[src/rtl/uart_cmd_framer.sv]
// Assembles UART bytes into {opcode, A, B} commands presented on a valid/ready handshake.
// Optional trailing XOR checksum byte is enabled by defining CMD_CHECKSUM_EN.
module uart_cmd_framer #(
  parameter int unsigned TIMEOUT_CYCLES = 1000000,
  parameter int unsigned CNT_BITS       = 24
) (
  input  logic        clk_100MHz,
  input  logic        reset,
  input  logic        rx_valid,
  input  logic [7:0]  rx_byte,
  input  logic        cmd_ready,
  output logic        cmd_valid,
  output logic [1:0]  cmd_opcode,
  output logic [31:0] cmd_a,
  output logic [31:0] cmd_b,
  output logic        busy,
  output logic        err_opcode,
  output logic        err_timeout,
  output logic        err_overrun,
  output logic        err_checksum
);

  localparam logic [2:0] S_OPCODE = 3'd0;
  localparam logic [2:0] S_A      = 3'd1;
  localparam logic [2:0] S_B      = 3'd2;
  localparam logic [2:0] S_HOLD   = 3'd4;
`ifdef CMD_CHECKSUM_EN
  localparam logic [2:0] S_CSUM   = 3'd3;
`endif
  localparam logic [CNT_BITS-1:0] IDLE_LAST = CNT_BITS'(TIMEOUT_CYCLES - 1);

  logic [2:0]          state_q, state_d;
  logic [1:0]          byte_cnt_q, byte_cnt_d;
  logic [31:0]         shift_q, shift_d, shift_next;
  logic [31:0]         a_pend_q, a_pend_d;
  logic [1:0]          op_pend_q, op_pend_d;
  logic [CNT_BITS-1:0] idle_q, idle_d;
  logic                cmd_valid_q, cmd_valid_d;
  logic [1:0]          cmd_opcode_q, cmd_opcode_d;
  logic [31:0]         cmd_a_q, cmd_a_d, cmd_b_q, cmd_b_d;
  logic                busy_q, busy_d;
  logic                err_opcode_q, err_opcode_d;
  logic                err_timeout_q, err_timeout_d;
  logic                err_overrun_q, err_overrun_d;
  logic                timeout;
`ifdef CMD_CHECKSUM_EN
  logic [7:0]          xor_q, xor_d;
  logic                err_checksum_q, err_checksum_d;
`endif

  assign shift_next = {shift_q[23:0], rx_byte};
  assign timeout = !rx_valid && (idle_q == IDLE_LAST) &&
                   (state_q != S_OPCODE) && (state_q != S_HOLD);

  always_comb begin
    state_d       = state_q;
    byte_cnt_d    = byte_cnt_q;
    shift_d       = shift_q;
    a_pend_d      = a_pend_q;
    op_pend_d     = op_pend_q;
    cmd_valid_d   = cmd_valid_q;
    cmd_opcode_d  = cmd_opcode_q;
    cmd_a_d       = cmd_a_q;
    cmd_b_d       = cmd_b_q;
    err_opcode_d  = 1'b0;
    err_timeout_d = 1'b0;
    err_overrun_d = 1'b0;
`ifdef CMD_CHECKSUM_EN
    xor_d          = xor_q;
    err_checksum_d = 1'b0;
`endif
    idle_d = (rx_valid || state_q == S_OPCODE || state_q == S_HOLD) ? '0 : idle_q + CNT_BITS'(1);

    case (state_q)
      S_OPCODE: if (rx_valid) begin
        if (rx_byte <= 8'd2) begin
          op_pend_d  = rx_byte[1:0];
          byte_cnt_d = 2'd0;
          state_d    = S_A;
`ifdef CMD_CHECKSUM_EN
          xor_d      = rx_byte;
`endif
        end else begin
          err_opcode_d = 1'b1;
        end
      end
      S_A, S_B: if (rx_valid) begin
        shift_d    = shift_next;
        byte_cnt_d = byte_cnt_q + 2'd1;
`ifdef CMD_CHECKSUM_EN
        xor_d      = xor_q ^ rx_byte;
`endif
        if (byte_cnt_q == 2'd3) begin
          byte_cnt_d = 2'd0;
          if (state_q == S_A) begin
            a_pend_d = shift_next;
            state_d  = S_B;
          end else begin
`ifdef CMD_CHECKSUM_EN
            state_d      = S_CSUM;
`else
            cmd_opcode_d = op_pend_q;
            cmd_a_d      = a_pend_q;
            cmd_b_d      = shift_next;
            cmd_valid_d  = 1'b1;
            state_d      = S_HOLD;
`endif
          end
        end
      end
`ifdef CMD_CHECKSUM_EN
      // B stays parked in the shift register until the checksum byte arrives
      S_CSUM: if (rx_valid) begin
        if (rx_byte == xor_q) begin
          cmd_opcode_d = op_pend_q;
          cmd_a_d      = a_pend_q;
          cmd_b_d      = shift_q;
          cmd_valid_d  = 1'b1;
          state_d      = S_HOLD;
        end else begin
          err_checksum_d = 1'b1;
          state_d        = S_OPCODE;
        end
      end
`endif
      S_HOLD: begin
        if (rx_valid) err_overrun_d = 1'b1;
        if (cmd_valid_q && cmd_ready) begin
          cmd_valid_d = 1'b0;
          state_d     = S_OPCODE;
        end
      end
      default: state_d = S_OPCODE;
    endcase

    // timeout only fires with rx_valid low, so nothing above has advanced the frame
    if (timeout) begin
      state_d       = S_OPCODE;
      byte_cnt_d    = 2'd0;
      idle_d        = '0;
      err_timeout_d = 1'b1;
    end

    busy_d = (state_d != S_OPCODE) && (state_d != S_HOLD);
  end

  always_ff @(posedge clk_100MHz or posedge reset) begin
    if (reset) begin
      state_q       <= S_OPCODE;
      byte_cnt_q    <= '0;
      shift_q       <= '0;
      a_pend_q      <= '0;
      op_pend_q     <= '0;
      idle_q        <= '0;
      cmd_valid_q   <= 1'b0;
      cmd_opcode_q  <= '0;
      cmd_a_q       <= '0;
      cmd_b_q       <= '0;
      busy_q        <= 1'b0;
      err_opcode_q  <= 1'b0;
      err_timeout_q <= 1'b0;
      err_overrun_q <= 1'b0;
    end else begin
      state_q       <= state_d;
      byte_cnt_q    <= byte_cnt_d;
      shift_q       <= shift_d;
      a_pend_q      <= a_pend_d;
      op_pend_q     <= op_pend_d;
      idle_q        <= idle_d;
      cmd_valid_q   <= cmd_valid_d;
      cmd_opcode_q  <= cmd_opcode_d;
      cmd_a_q       <= cmd_a_d;
      cmd_b_q       <= cmd_b_d;
      busy_q        <= busy_d;
      err_opcode_q  <= err_opcode_d;
      err_timeout_q <= err_timeout_d;
      err_overrun_q <= err_overrun_d;
    end
  end

`ifdef CMD_CHECKSUM_EN
  always_ff @(posedge clk_100MHz or posedge reset) begin
    if (reset) begin
      xor_q          <= '0;
      err_checksum_q <= 1'b0;
    end else begin
      xor_q          <= xor_d;
      err_checksum_q <= err_checksum_d;
    end
  end
  assign err_checksum = err_checksum_q;
`else
  assign err_checksum = 1'b0;
`endif

  assign cmd_valid   = cmd_valid_q;
  assign cmd_opcode  = cmd_opcode_q;
  assign cmd_a       = cmd_a_q;
  assign cmd_b       = cmd_b_q;
  assign busy        = busy_q;
  assign err_opcode  = err_opcode_q;
  assign err_timeout = err_timeout_q;
  assign err_overrun = err_overrun_q;

endmodule

[config.mk]
export PLATFORM = sky130hd
export DESIGN_NAME = uart_cmd_framer
export DESIGN_NICKNAME = d
export VERILOG_FILES = /design/src/rtl/uart_cmd_framer.sv
export SDC_FILE = /design/constraint.sdc
export NUM_CORES = 1
export LEC_CHECK = 0
export CAP_MARGIN = 20
export CORE_UTILIZATION = 25
export CTS_BUF_LIST = sky130_fd_sc_hd__clkbuf_2 sky130_fd_sc_hd__clkbuf_4 sky130_fd_sc_hd__clkbuf_8
export CTS_CLUSTER_DIAMETER = 200
export DETAILED_ROUTE_END_ITERATION = 16
export HOLD_SLACK_MARGIN = 0.15
export SKIP_CTS_REPAIR_TIMING = 1
export SYNTH_ARGS = -nofsm -noshare
export SYNTH_HDL_FRONTEND = slang
export SYNTH_SLANG_ARGS = --single-unit
[constraint.sdc]
create_clock -name clk_100MHz -period 14.85 [get_ports clk_100MHz]
set_input_delay 2.97 -clock clk_100MHz [delete_from_list [all_inputs] [get_ports clk_100MHz]]
set_output_delay 2.97 -clock clk_100MHz [all_outputs]
set_load 0.05 [all_outputs]
==> flow_summary.ini <==
[run_status]
status = complete, no violations

[detailed_routing]
firstDrtPassIters = 5
drt_drc_violations_left = 0
ant_nets = 0
drt_iter0_markers = 194
viasPerCell = 4.43
vias = 3917
wl_per_cell_um = 15.4
routed_wl_um = 13600

[final_layout]
multi_input_area_mm2 = 0.00232
seqCellArea_mm2 = 0.00395
nFillCells = 2546
num_antenna_cells = 0
final_cell_area_mm2 = 0.00799
fin_nets = 557
drive_gt1_share_pct = 30.6
synthToLayoutAreaGrowth_pct = 25.0

[setup_path]
cp.arrival_ns = 5.13
criticalPathCategory = in2reg
cp-end-kind = flop
slowest_stage = buf_4
max_stage_delay_ns = 0.74
path_cells = clkdlybuf4s50_1, nand3_1, nor3_2, buf_4, mux2_2
cp_max_fo = 66
start_kind = primary input
required_ns = 15.18

[place]
io_buffers = 82
dp_hpwl_um = 8730
gp_congestion = 0.694
placed_area_mm2 = 0.00755

[synthesis]
synth_seq_cells = 158
seq_area_frac_synth_pct = 61.9
yosysUniqueCellTypes = 45
syn-cell-area_mm2 = 0.00639
synth_ff_type = dfrtp_1
synth_nets = 474
synth_edf_count = 0
syn_inst = 460
synth_warnings = 0
ys_async_sr_fraction_pct = 100
avgSynthCellArea_um2 = 13.9

[floorplan]
dieArea_mm2 = 0.0262
num_io_pins = 84
core_region_area_mm2 = 0.0251
rows = 58
fp.dieH_um = 162
die_w_um = 162
start_util_pct = 25.5

[global_route]
grt_usage_pct = 11.0
grt_util_met1_pct = 14.4
grt.busiest_layer = met2
antenna_found_initial = 0
met2_usage_pct = 17.3
grt.met3_usage_pct = 3.40
grt_pass1_wl_um = 22100
grt_max_degree = 82
grt_pass1_vias = 3920
gr-total-overflow = 0

[sta]
period_needed_ns = 4.80
fin_tns_setup_ns = 0
fin_crit_sh_pct = 32.3
setup_viol = 0
rsz0062_at_grt = false
hold_viol_final = 0
fin_skew_ns = 0.0132
slew_violations = 0
tightest_slew_ns = 1.07
fmax_mhz = 208
slew_headroom_pct = 28.2

[power_and_ir_drop]
vdd.ir_drop.worst_mv = 0.0711
p_per_area_mw_per_mm2 = 135
power_leakage_nw = 3.60

[clock_tree]
clk_pin_slew_ns = 0.08
clockBufferDepth = 2
cts-root-buf = clkbuf_8
h-tree-depth = 4
cts_buffers = 17
clk_latency_ns = 0.45
cts_tree = yes
cts_sinks = 158

[worst_hold_path]
hp-class = reg2reg

[run]
drv_cap = 0
[state kept, by name, indices dropped and copies added, names as in the netlist]
signal / flops
a_pend_q: 32
cmd_a: 32
cmd_b: 32
idle_q: 24
shift_q: 24
state_q: 3
byte_cnt_q: 2
cmd_opcode: 2
op_pend_q: 2
busy: 1
cmd_valid: 1
err_opcode: 1
err_overrun: 1
err_timeout: 1
[worst max-delay path: cells and delay by family]
kind                   cells  cell delay [ns]
buffers and inverters      2             1.38
multiplexers               1             0.42
AND/OR/NAND/NOR            2             0.32
[through the flow]
stage	util, %	hold WS [ns]	power, mW	setup WS (ns)	std cells
floorplan	-	0.469	0.678	7.62	460
global placement	30.1	0.481	0.760	9.61	853
detailed placement	30.1	0.486	0.763	9.57	853
CTS	31.7	0.504	1.10	10.09	884
global route	31.8	0.521	1.14	9.96	885
finish	31.8	0.502	1.08	10.05	885
[final cells by class]
cell class | count | share of cell area, %
clock inverter | 10 | 1.61
tap | 330 | 5.17
inverter | 2 | 0.157
timing repair buffer | 87 | 11.0
clock buffer | 21 | 3.54
sequential | 158 | 49.5
multi-input combinational | 277 | 29.0
[Yosys cell counts (all sizes together), types with 6 or more instances]
cell | count | area share (%)
dfrtp | 158 | 62
xor2 | 9 | 1.2
or4 | 8 | 1.1
o31ai | 7 | 0.82
a21oi | 15 | 1.2
nand2 | 23 | 1.4
nor2 | 22 | 1.3
nand4 | 8 | 0.88
nand3 | 12 | 0.94
o21ai | 6 | 0.47
buf | 10 | 0.96
clkbuf | 13 | 0.92
mux2 | 124 | 22
[metal layers]
metal	vias to the layer above	wire length, µm	part of all wire, %
li1	1821	-	-
met1	2016	6420	47
met2	67	6520	48
met3	13	529	3.9
met4	0	150	1.1
met5	-	0	0
[cells in the final DEF, fill, tap and decap left out, drive strengths merged, types with 2 or more instances in the layout]
cell,count
dfrtp,158
mux2,124
clkdlybuf4s50,82
nand2,23
nor2,22
clkbuf,21
a21oi,15
nand3,12
xor2,9
nand4,8
or4,8
o31ai,7
o21ai,6
inv,6
buf,5
nor4,4
or3,4
and3,4
a211oi,3
xnor2,3
clkinv,3
and2,3
nor3,3
nor4b,2
and4,2
or4b,2
ha,2
bufinv,2
[power by group]
group          internal (mW)  switching, mW
Clock                  0.167          0.164
Sequential             0.491         0.0459
Combinational         0.0885          0.125
[final timing paths]
kind	cells after the start	to	start	slack, ns
max	5	cmd_a[30]$_DFFE_PP0P_	rx_valid	10.05
min	1	cmd_a[25]$_DFFE_PP0P_	a_pend_q[25]$_DFFE_PP0P_	0.50
max reg2reg	4	byte_cnt_q[1]$_DFFE_PP0P_	idle_q[8]$_DFF_PP0_	12.44
min reg2reg	1	cmd_a[25]$_DFFE_PP0P_	a_pend_q[25]$_DFFE_PP0P_	0.50
max in group asynchronous	4	shift_q[8]$_DFFE_PP0P_	reset	10.72
min in group asynchronous	2	a_pend_q[28]$_DFFE_PP0P_	reset	3.02
[kinds of logic (layout without fill, tap and decap cells)]
kind of cell,Yosys count,count (layout),synth area share (%)
DFF,158,158,61.9
and+or+nand+nor,101,101,8.57
other,1,1,0.0587
xor gates and xnor gates,12,12,1.64
AOI/OAI and AO/OA,37,37,3.62
adders and majority gates,2,2,0.391
muxes,124,124,21.8
buffers and inverters,25,120,2.00
Note: power is estimated with default switching activity, not from simulation.
